==> config.mk <==
export PLATFORM = sky130hd
export DESIGN_NAME = seg7_value_display
export DESIGN_NICKNAME = d
export VERILOG_FILES = /design/src/rtl/seg7_pkg.sv /design/src/rtl/seg7_decoder.sv /design/src/rtl/seg7_value_display.sv
export SDC_FILE = /design/constraint.sdc
export NUM_CORES = 1
export LEC_CHECK = 0
export ABC_AREA = 1
export CORE_MARGIN = 1
export CORE_UTILIZATION = 35
export DETAILED_ROUTE_END_ITERATION = 8
export SLEW_MARGIN = 15
export SYNTH_ARGS = -nofsm -noshare
export SYNTH_HDL_FRONTEND = slang
export SYNTH_SLANG_ARGS = --single-unit
==> constraint.sdc <==
create_clock -name clk -period 3.5 [get_ports clk]
set_input_delay 0.7 -clock clk [delete_from_list [all_inputs] [get_ports clk]]
set_output_delay 0.7 -clock clk [all_outputs]
set_load 0.01 [all_outputs]
==> src/rtl/seg7_pkg.sv <==
// Shared definitions for the multi-digit seven-segment value display.
//   - Segment glyph codes in active-low form, bit order g..a (bit 6 = g).
//   - FSM state type for the display controller.
//   - Helper functions for sizing the BCD register and padded nibble vectors.
package seg7_pkg;

  localparam logic [6:0] SEG_0     = 7'b1000000;
  localparam logic [6:0] SEG_1     = 7'b1111001;
  localparam logic [6:0] SEG_2     = 7'b0100100;
  localparam logic [6:0] SEG_3     = 7'b0110000;
  localparam logic [6:0] SEG_4     = 7'b0011001;
  localparam logic [6:0] SEG_5     = 7'b0010010;
  localparam logic [6:0] SEG_6     = 7'b0000010;
  localparam logic [6:0] SEG_7     = 7'b1111000;
  localparam logic [6:0] SEG_8     = 7'b0000000;
  localparam logic [6:0] SEG_9     = 7'b0010000;
  localparam logic [6:0] SEG_A     = 7'b0001000;
  localparam logic [6:0] SEG_B     = 7'b0000011;
  localparam logic [6:0] SEG_C     = 7'b1000110;
  localparam logic [6:0] SEG_D     = 7'b0100001;
  localparam logic [6:0] SEG_E     = 7'b0000110;
  localparam logic [6:0] SEG_F     = 7'b0001110;
  localparam logic [6:0] SEG_BLANK = 7'b1111111;
  localparam logic [6:0] SEG_DASH  = 7'b0111111;

  typedef enum logic [1:0] {
    IDLE    = 2'd0,
    CONVERT = 2'd1,
    COMMIT  = 2'd2
  } state_t;

  // Every 3 input bits need at most one BCD digit (log2(10) > 3).
  function automatic int bcd_w(input int data_w);
    return 4 * ((data_w + 2) / 3);
  endfunction

  function automatic int max_int(input int a, input int b);
    return (a > b) ? a : b;
  endfunction

endpackage

==> src/rtl/seg7_decoder.sv <==
// Combinational nibble to seven-segment decoder.
//   nibble : hex digit to show (0..F)
//   blank  : force all segments off
//   dash   : force the dash glyph (segment g only); wins over blank
//   seg    : segment drive, bit order g..a, polarity set by SEG_AL
module seg7_decoder
  import seg7_pkg::*;
#(
  parameter int SEG_AL = 1
) (
  input  logic [3:0] nibble,
  input  logic       blank,
  input  logic       dash,
  output logic [6:0] seg
);

  logic [6:0] code_al;

  always_comb begin
    code_al = SEG_BLANK;
    if (dash) begin
      code_al = SEG_DASH;
    end else if (blank) begin
      code_al = SEG_BLANK;
    end else begin
      case (nibble)
        4'h0: code_al = SEG_0;
        4'h1: code_al = SEG_1;
        4'h2: code_al = SEG_2;
        4'h3: code_al = SEG_3;
        4'h4: code_al = SEG_4;
        4'h5: code_al = SEG_5;
        4'h6: code_al = SEG_6;
        4'h7: code_al = SEG_7;
        4'h8: code_al = SEG_8;
        4'h9: code_al = SEG_9;
        4'hA: code_al = SEG_A;
        4'hB: code_al = SEG_B;
        4'hC: code_al = SEG_C;
        4'hD: code_al = SEG_D;
        4'hE: code_al = SEG_E;
        4'hF: code_al = SEG_F;
      endcase
    end
  end

  assign seg = (SEG_AL != 0) ? code_al : ~code_al;

endmodule

==> src/rtl/seg7_value_display.sv <==
// Multi-digit seven-segment driver for a DATA_W-bit value, hex or decimal.
// Decimal goes through a sequential double-dabble converter (one bit per clock).
//   clk      : system clock
//   reset_n  : asynchronous active-low reset
//   value    : value to show, captured when a load is accepted
//   load     : display update request, accepted only while idle
//   mode_dec : 0 = hex, 1 = unsigned decimal (captured with value)
//   blank_lz : 1 = blank leading zeros (captured with value)
//   segments : digit k on [7k+6:7k], digit 0 least significant, bit order g..a
//   busy     : conversion in progress; loads are dropped
//   done     : one-cycle pulse when segments were updated
//   overflow : last committed value did not fit in DIGITS digits
module seg7_value_display
  import seg7_pkg::*;
#(
  parameter int DATA_W = 32,
  parameter int DIGITS = 4,
  parameter int SEG_AL = 1
) (
  input  logic                  clk,
  input  logic                  reset_n,
  input  logic [DATA_W-1:0]     value,
  input  logic                  load,
  input  logic                  mode_dec,
  input  logic                  blank_lz,
  output logic [7*DIGITS-1:0]   segments,
  output logic                  busy,
  output logic                  done,
  output logic                  overflow
);

  localparam int BCD_W = bcd_w(DATA_W);
  localparam int CNT_W = $clog2(DATA_W + 1);
  localparam int RAW_W = max_int(max_int(BCD_W, DATA_W), 4 * DIGITS);
  localparam int SRC_W = 4 * ((RAW_W + 3) / 4);
  localparam logic [6:0] BLANK_CODE = (SEG_AL != 0) ? SEG_BLANK : ~SEG_BLANK;

  state_t              state;
  state_t              state_nxt;
  logic [CNT_W-1:0]    cnt;
  logic [DATA_W-1:0]   sh;
  logic [BCD_W-1:0]    bcd;
  logic                dec_q;
  logic                blz_q;
  logic                accept;

  logic [SRC_W-1:0]    src;
  logic                ovf_nxt;
  logic [DIGITS-1:0]   lz_blank;
  logic [7*DIGITS-1:0] seg_nxt;

  // Double-dabble correction: any BCD digit of 5 or more would exceed 9 after
  // the following shift, so add 3 first.
  function automatic logic [BCD_W-1:0] add3_all(input logic [BCD_W-1:0] b);
    logic [BCD_W-1:0] r;
    r = b;
    for (int i = 0; i < BCD_W / 4; i++) begin
      if (b[4*i +: 4] >= 4'd5) begin
        r[4*i +: 4] = b[4*i +: 4] + 4'd3;
      end
    end
    return r;
  endfunction

  assign accept = (state == IDLE) && load;
  assign busy   = (state != IDLE);

  always_comb begin
    state_nxt = state;
    case (state)
      IDLE:    if (load) state_nxt = mode_dec ? CONVERT : COMMIT;
      CONVERT: if (cnt == CNT_W'(DATA_W - 1)) state_nxt = COMMIT;
      COMMIT:  state_nxt = IDLE;
      default: state_nxt = IDLE;
    endcase
  end

  always_ff @(posedge clk or negedge reset_n) begin
    if (!reset_n) begin
      state <= IDLE;
      cnt   <= '0;
    end else begin
      state <= state_nxt;
      if (accept) begin
        cnt <= '0;
      end else if (state == CONVERT) begin
        cnt <= cnt + 1'b1;
      end
    end
  end

  // Capture / conversion stage: hex keeps the raw value in sh, decimal
  // shifts it into bcd one bit per clock.
  always_ff @(posedge clk) begin
    if (accept) begin
      sh    <= value;
      bcd   <= '0;
      dec_q <= mode_dec;
      blz_q <= blank_lz;
    end else if (state == CONVERT) begin
      {bcd, sh} <= {add3_all(bcd), sh} << 1;
    end
  end

  // Commit stage: digit nibbles, overflow and blanking feed the decoders.
  assign src = dec_q ? SRC_W'(bcd) : SRC_W'(sh);

  always_comb begin
    ovf_nxt = 1'b0;
    for (int i = 4 * DIGITS; i < SRC_W; i++) begin
      ovf_nxt = ovf_nxt | src[i];
    end
  end

  // Walk from the top digit down; a digit is blank while it and every digit
  // above it are zero. Digit 0 always shows.
  always_comb begin
    logic nz_above;
    nz_above = 1'b0;
    lz_blank = '0;
    for (int k = DIGITS - 1; k >= 1; k--) begin
      nz_above    = nz_above | (|src[4*k +: 4]);
      lz_blank[k] = blz_q & ~nz_above;
    end
  end

  for (genvar k = 0; k < DIGITS; k++) begin : g_dig
    seg7_decoder #(
      .SEG_AL (SEG_AL)
    ) u_dec (
      .nibble (src[4*k +: 4]),
      .blank  (lz_blank[k]),
      .dash   (ovf_nxt),
      .seg    (seg_nxt[7*k +: 7])
    );
  end

  // Output registers.
  always_ff @(posedge clk or negedge reset_n) begin
    if (!reset_n) begin
      segments <= {DIGITS{BLANK_CODE}};
      overflow <= 1'b0;
      done     <= 1'b0;
    end else begin
      done <= (state == COMMIT);
      if (state == COMMIT) begin
        segments <= seg_nxt;
        overflow <= ovf_nxt;
      end
    end
  end

endmodule

[After elaboration in Yosys (flattened, before gate mapping)]
Memories as Yosys holds them, arrays and structs flattened.
Index checks and enable logic that the tools add are counted.
W data, S select, Z words.
Cells by class
  $add $sub $neg: 12
  magnitude comparators: 11
  equality and inequality tests: 5
  multiplexer cells: 27
  bitwise operators: 35
  reductions and logical operators: 8
Operators by type and width (count)
  $mux W32: 2
  $mux W7: 7
  $ge A4 B3 Y1 const B: 11
  $mux W44: 1
  $add A4 B2 Y4 const B: 10
  $mux W4: 10
  $or A1 B1 Y1: 29
  $mux W6: 2
  $reduce_or A4 Y1: 3
  $add A6 B1 Y6 const B: 1
  $eq A6 B5 Y1 const B: 1
  $mux W2: 3
  $ne A2 B2 Y1 const B: 2
  $pmux W2 S2: 1
  $reduce_bool A2 Y1: 2
  $add A3 B2 Y3 const B: 1
  $and A1 B1 Y1: 3
  $mux W3: 1
  $not A1 Y1: 3
  $eq A2 B1 Y1 const B: 1
  $eq A2 B2 Y1 const B: 1
  $logic_not A2 Y1: 1
  $reduce_and A2 Y1: 1
  $logic_and A1 B1 Y1: 1
Storage, ports and cells
  register bits after elaboration: 116
  memory bits (read-only): 448
  bits of input ports: 37
  output and inout port bits: 31
  memories: 4
Memory list
  (name not given): depth 16, bits a word 7, rd ports 1, clocked after Yosys merged registers in 0, wr ports 0, RTL line seg7_decoder.sv:26  | case (nibble)
  (name not given): depth 16, bits a word 7, rd ports 1, clocked after Yosys merged registers in 0, wr ports 0, RTL line seg7_decoder.sv:26
  (name not given): depth 16, bits a word 7, rd ports 1, clocked after Yosys merged registers in 0, wr ports 0, RTL line seg7_decoder.sv:26
  (name not given): depth 16, bits a word 7, rd ports 1, clocked after Yosys merged registers in 0, wr ports 0, RTL line seg7_decoder.sv:26

[Logic depth before layout (Yosys ltp)]
Gate-level depths: netlist of run 1.
  depth in word-level cells: 29
  mapped depth: 14
  gate-level depth less buffers: 12

[Hierarchy]
From an unflattened synthesis of run 1, not the netlist that was laid out.
Unflattened totals
  cell total of the unflattened synthesis: 912
  area, all modules: 6911.6 sq um
Modules (own cells, without submodules)
  seg7_value_display: instances 1, cells an instance 710, area an instance 5740.5 sq um, sequential area each 2887.8 sq um
  seg7_decoder at g_dig[0].u_dec ...: instances 3, cells an instance 51, area an instance 292.8 sq um, sequential area each 0.0 sq um
  seg7_decoder at g_dig[2].u_dec: instances 1, cells an instance 49, area an instance 292.8 sq um, sequential area each 0.0 sq um

[Least setup slack after synthesis of run 1]
Ideal clock, no wire load.
  path type: register to register
  start point: reg dec_q
  end point: reg segments[26]
  arrival: 1829 ps
  setup slack: 1604 ps
  stages on the path, launching flop included: 12
  clock period less this slack: 1896 ps
  cells stage by stage: edfxtp_1 buf_6 buf_4 o21ai_1 ha_1 nand2_1 nand3b_2 nand2_1 inv_1 nand2_1 nor2_1 nor2_1
Between the ends
  cells in the longest elaborated chain, start to end: 29
RTL lines
  start: declaration: RTL line seg7_value_display.sv:43  | logic dec_q;
  start signal: assignment: RTL line seg7_value_display.sv:98  | dec_q <= mode_dec;
  $mux W44 (*): RTL line seg7_value_display.sv:106  | assign src = dec_q ? SRC_W'(bcd) : SRC_W'(sh);
  $or A1 B1 Y1 (27 in a row): RTL line seg7_value_display.sv:111  | ovf_nxt = ovf_nxt | src[i];
  $mux W7 (*): RTL line seg7_decoder.sv:21  | if (dash) begin
  end signal: assignment: RTL line seg7_value_display.sv:141  | segments <= {DIGITS{BLANK_CODE}};
  end signal: assignment: RTL line seg7_value_display.sv:147  | segments <= seg_nxt;
  end: declaration: RTL line seg7_value_display.sv:26  | output logic [7*DIGITS-1:0] segments,
Mark *: on every way between the ends. The rest lies on a longest branch, timed or not.
A chain may end at the register's enable or synchronous reset.

[Worst setup path in the final report of run 1]
  start point: reg dec_q
  end point: reg segments[17]
Same word-level chain as after synthesis.

==> results of run 1 <==
[power by group]
part           internal (mW)  total [mW]  switching (mW)
clock                   1.02        1.62           0.601
sequential              1.96        2.18           0.213
combinational          0.874        2.40            1.53
total                   3.85        6.19            2.34
[flip-flops by register name, indices dropped and copies added, names as in the netlist]
register  cells
blz_q         1
state         2
sh           32
done          1
segments     28
overflow      1
dec_q         1
bcd          44
cnt           6
[cell families after synthesis]
family	share of synthesized area (%)
AOI/OAI and AO/OA	12.4
xor gates and xnor gates	1.13
adders and majority gates	8.42
buffers and inverters	7.83
DFF	41.3
and+or+nand+nor	28.9
[placed cells by master (no fill, tap or decap), drive strengths merged]
cell,Yosys,final
o21ai,108,108
nand4,1,1
or2,1,1
nand3,68,68
nor3,1,1
o21bai,1,1
o22ai,6,6
clkbuf,10,28
xor2,8,8
nand3b,2,2
buf,16,7
dfstp,28,28
xnor2,1,1
nor2,145,145
clkinv,1,5
o211ai,5,5
clkdlybuf4s50,0,66
dfxtp,44,44
a21oi,39,39
ha,47,47
dfrtp,10,10
nand2,243,243
inv,98,98
edfxtp,34,34
[final cells by class]
class                           count  area (um2)  area share [%]
Tap cell                          265         332            3.94
Clock buffer                       28         528            6.28
Clock inverter                      4        20.0           0.238
Sequential cell                   116        2890            34.3
Inverter                           99         377            4.48
Multi-Input combinational cell    676        3560            42.3
Timing Repair Buffer               73         711            8.45
[metal layers]
layer  vias up  global-route usage [%]
li1       3088                       -
met1      2666                    21.9
met2       105                    26.6
met5         -                       0
met4         0                    5.77
met3        12                    3.35
[stage by stage]
stage,hold WS (ns),worst slack (ns),std cells,area (um2)
after CTS,0.425,0.901,1261,8410
after global placement,0.460,0.841,1229,7870
after global routing,0.480,0.668,1261,8410
after floorplan,0.404,1.60,917,6990
final,0.409,0.916,1261,8410
after detailed placement,0.463,0.839,1229,7870
[worst paths after layout]
| check | startpoint | end | slack (ns) | cells after the start |
|---|---|---|---|---|
| setup / recovery | dec_q | segments[17] | 0.92 | 11 |
| hold / removal | reset_n | done | 0.41 | 1 |
| setup reg to reg | dec_q | segments[17] | 0.92 | 11 |
| hold reg to reg | segments[20] | segments[20] | 0.47 | 2 |
| max in group asynchronous | reset_n | cnt[5] | 2.55 | 1 |
| min in group clk | segments[20] | segments[20] | 0.47 | 2 |
[worst max-delay path: stages (launching register included)]
cell      delay [ns]
edfxtp_1        1.01
buf_4           0.37
nand2_1         0.08
nand2_1         0.19
inv_1           0.12
ha_1            0.24
inv_1           0.08
nand2_1         0.08
nand3_1         0.09
nand3_1         0.08
nor2_1          0.11
nor2_1          0.05
==> results_dict.tcl, run 1 <==
set metrics [dict create \
    vias_per_cell 4.66 \
    p_per_area_nw_per_um2 736 \
    clk_latency_ns 0.43 \
    cp_max_fo 22 \
    ctsResizeCount 0 \
    highest_layer "met4" \
    yosysTopAreaCell "edfxtp_1" \
    fin_util_pct 43.1 \
    antenna_found_initial 0 \
    status "completed" \
    wl_met3_um 580 \
    synthCells 917 \
    die_height_um 143 \
    route.met2.wl_um 7070 \
    worstPathArrival_ns 2.93 \
    rsz0062_at_grt "false" \
    required_ns 3.84 \
    netlist_top_cells_area "edfxtp_1, dfxtp_1, nand2_1" \
    cts_buffers 17 \
    netlist_area_um2 6990 \
    drt-pass1-iter-count 4 \
    min_path_type "input port to async pin" \
    maxCapViolations 0 \
    row_count 51 \
    drt-initial-drc-count 251 \
    async_flop_share_pct 32.8 \
    hpwl_um 11000 \
    nFillCells 2065 \
    cts_hold_buf 0 \
    area_growth_pct 20.4 \
    yosysWarnings 0 \
    track_usage_pct 16.5 \
    ys_top_cells_by_count "nand2_1, nor2_1, inv_1" \
    core_um2 19500 \
    grt_start_max_net_pins 39 \
    synth_most_common_cell "nand2_1" \
    cts.sinks 116 \
    drc 0 \
    max_freq_mhz 387 \
    first_global_vias 5542 \
    clk_pin_slew_ns 0.05 \
    leakagePower_nw 3.75 \
    synth_edf_count 34 \
    chipWidth_um 143 \
    drive_above_1_share_pct 10.2 \
    synth-seq-area-share_pct 41.3 \
    max-clock-path-buffers 2 \
    setup_viol 0 \
    post-route-min-period_ns 2.58 \
    fin_nets 1067 \
    antenna_left 0 \
    hold_viol 0 \
    finalPower_mw 6.19 \
    synth_ff_type "dfxtp_1" \
    globalRouteOverflowTotal 0 \
    grt_pass1_wl_um 26200 \
    synth_seq_cells 116 \
    via_count 5871 \
    io_buffers 67 \
    io-pin-count 68 \
    place.gp.congestion 0.855 \
    avgSynthCellArea_um2 7.62 \
    cts_max_level 4 \
    diodes 0 \
    drt-total-wl_um 15600 \
    worstSetupPathType "flop to flop" \
    initial_core_util_pct 35.8 \
    max_slew_margin_pct 29.7 \
    tns_ns 0 \
    synth.distinct_cells 40 \
    cts-root-buf "clkbuf_16" \
    fin_skew_ns 0.0129 \
    dieArea_um2 20500 \
    routedWlPerCell_um 12.4 \
    ir_worst_vdd_uv 407 \
    tightest_slew_ns 1.05 \
    synth_top_area_share_pct 14.6 \
    cts_tree "built" \
    end_kind "flop" \
    postCtsSetupBuffers 0 \
    met1_length_um 7780 \
    drv_slew 0 \
    start_kind "flop" \
    synth_nets 1001 \
    fin_crit_sh_pct 73.8 \
]
No activity file was read; power rests on OpenSTA's default activity.
==> inputs of run 2 (changes only) <==
==> constraint.sdc (replaced) <==
create_clock -name clk -period 2.6 [get_ports clk]
set_input_delay 0.52 -clock clk [delete_from_list [all_inputs] [get_ports clk]]
set_output_delay 0.52 -clock clk [all_outputs]
set_load 0.01 [all_outputs]
==> results_dict.tcl, run 2 (synthesis gave the netlist of run 1 again) <==
set metrics [dict create \
    met1_usage_pct 21.2 \
    end_kind "output pin" \
    rsz0062_at_grt "false" \
    top_regs "bcd: 44 flops, sh: 32 flops, segments: 28 flops" \
    grt.busiest_layer "met2" \
    worstSetupPathType "flop to output pin" \
    cts.sinks 116 \
    fin_crit_sh_pct 79.2 \
    via_count 5966 \
    vias_per_cell 4.71 \
    clk_latency_ns 0.42 \
    min_path_type "input port to async pin" \
    drt-total-wl_um 15300 \
    ctsResizeCount 0 \
    grtUsageMet3_pct 3.55 \
    final_common_cell "nand2_1" \
    drt-initial-drc-count 358 \
    die_height_um 143 \
    cts_tree "built" \
    antenna_found_initial 0 \
    initial_core_util_pct 35.8 \
    chipWidth_um 143 \
    p_per_area_nw_per_um2 1010 \
    drc 0 \
    place.gp.congestion 0.852 \
    post-place-ws_ns 0.467 \
    io_buffers 67 \
    drv_slew 0 \
    postCtsSetupBuffers 0 \
    max_freq_mhz 486 \
    hpwl_um 10800 \
    top_register "bcd" \
    first_global_vias 5598 \
    grt_pass1_wl_um 25900 \
    grt_util_met2_pct 25.9 \
    cp_max_fo 4 \
    setup_viol 0 \
    grt_start_max_net_pins 44 \
    area_growth_pct 22.4 \
    start_kind "flop" \
    status "completed" \
    required_ns 2.08 \
    max-clock-path-buffers 2 \
    leakagePower_nw 3.82 \
    row_count 51 \
    core_um2 19500 \
    fin_nets 1072 \
    track_usage_pct 16.1 \
    fin_skew_ns 0.00881 \
    cts_buffers 17 \
    post-route-min-period_ns 2.06 \
    tns_ns 0 \
    globalRouteOverflowTotal 0 \
    max_slew_margin_pct 40.8 \
    cts-root-buf "clkbuf_16" \
    maxCapViolations 0 \
    largest_reg_flops 44 \
    hold_viol 0 \
    cts_max_level 4 \
    ir_worst_vdd_uv 490 \
    clk_pin_slew_ns 0.06 \
    cts_hold_buf 0 \
    rrSetupSlack_ns 0.58 \
    final_cell_mix "nand2_1, nor2_1, inv_1" \
    drive_above_1_share_pct 11.1 \
    diodes 0 \
    setup_slack_ns 0.541 \
    tightest_slew_ns 0.889 \
    dieArea_um2 20500 \
    routedWlPerCell_um 12.1 \
    io-pin-count 68 \
    drt-pass1-iter-count 5 \
    worstPathArrival_ns 1.54 \
    antenna_left 0 \
]
-- run 2: per-layer routing --
layer  share of wire (%)  vias to the layer above  wire length [um]
met2                  44                      132              6790
met5                   0                        -                 0
met3                 4.7                       13               721
li1                    -                     3097                 -
met1                  50                     2724              7640
met4                 1.1                        0               161
-- run 2: worst paths after layout --
| check | endpoint | start | cells past startpoint |
|---|---|---|---|
| min in group clk | bcd[15] | bcd[15] | 2 |
| max | busy | state[0] | 3 |
| max in group asynchronous | overflow | reset_n | 1 |
| min reg2reg | bcd[15] | bcd[15] | 2 |
| max reg2reg | segments[26] | dec_q | 11 |
| min | state[1] | reset_n | 1 |
-- run 2: where the power goes --
group          internal, mW  total (mW)  switching, mW
Sequential             2.64        2.91          0.267
Clock                  1.56        2.39          0.827
Combinational          1.25        3.33           2.08
-- run 2: through the flow --
step	total power [mW]	std cells	hold slack, ns	cell area (um2)	utilization, %
after detailed placement	6.28	1234	0.467	7940	40.7
after CTS	8.72	1266	0.240	8550	43.8
final	8.63	1266	0.231	8550	43.8
after global routing	9.28	1266	0.291	8550	43.8
after global placement	6.24	1234	0.457	7940	40.7
after floorplan	5.16	917	0.224	6990	-
-- run 2: final cells by class --
| cell class | count | area, um2 |
|---|---|---|
| clock buffers | 24 | 513 |
| clock inverters | 8 | 93.8 |
| fillers | 2048 | 11000 |
| inverters | 99 | 377 |
| multi-input cells | 676 | 3560 |
| flip-flops and latches | 116 | 2890 |
| well taps | 265 | 332 |
| repair buffers | 78 | 786 |
-- run 2: worst max-delay path: stages, from the launching register on --
cell and delay (ns):
dfrtp_1 0.43, nor2_1 0.16, inv_1 0.06, clkdlybuf4s50_1 0.47
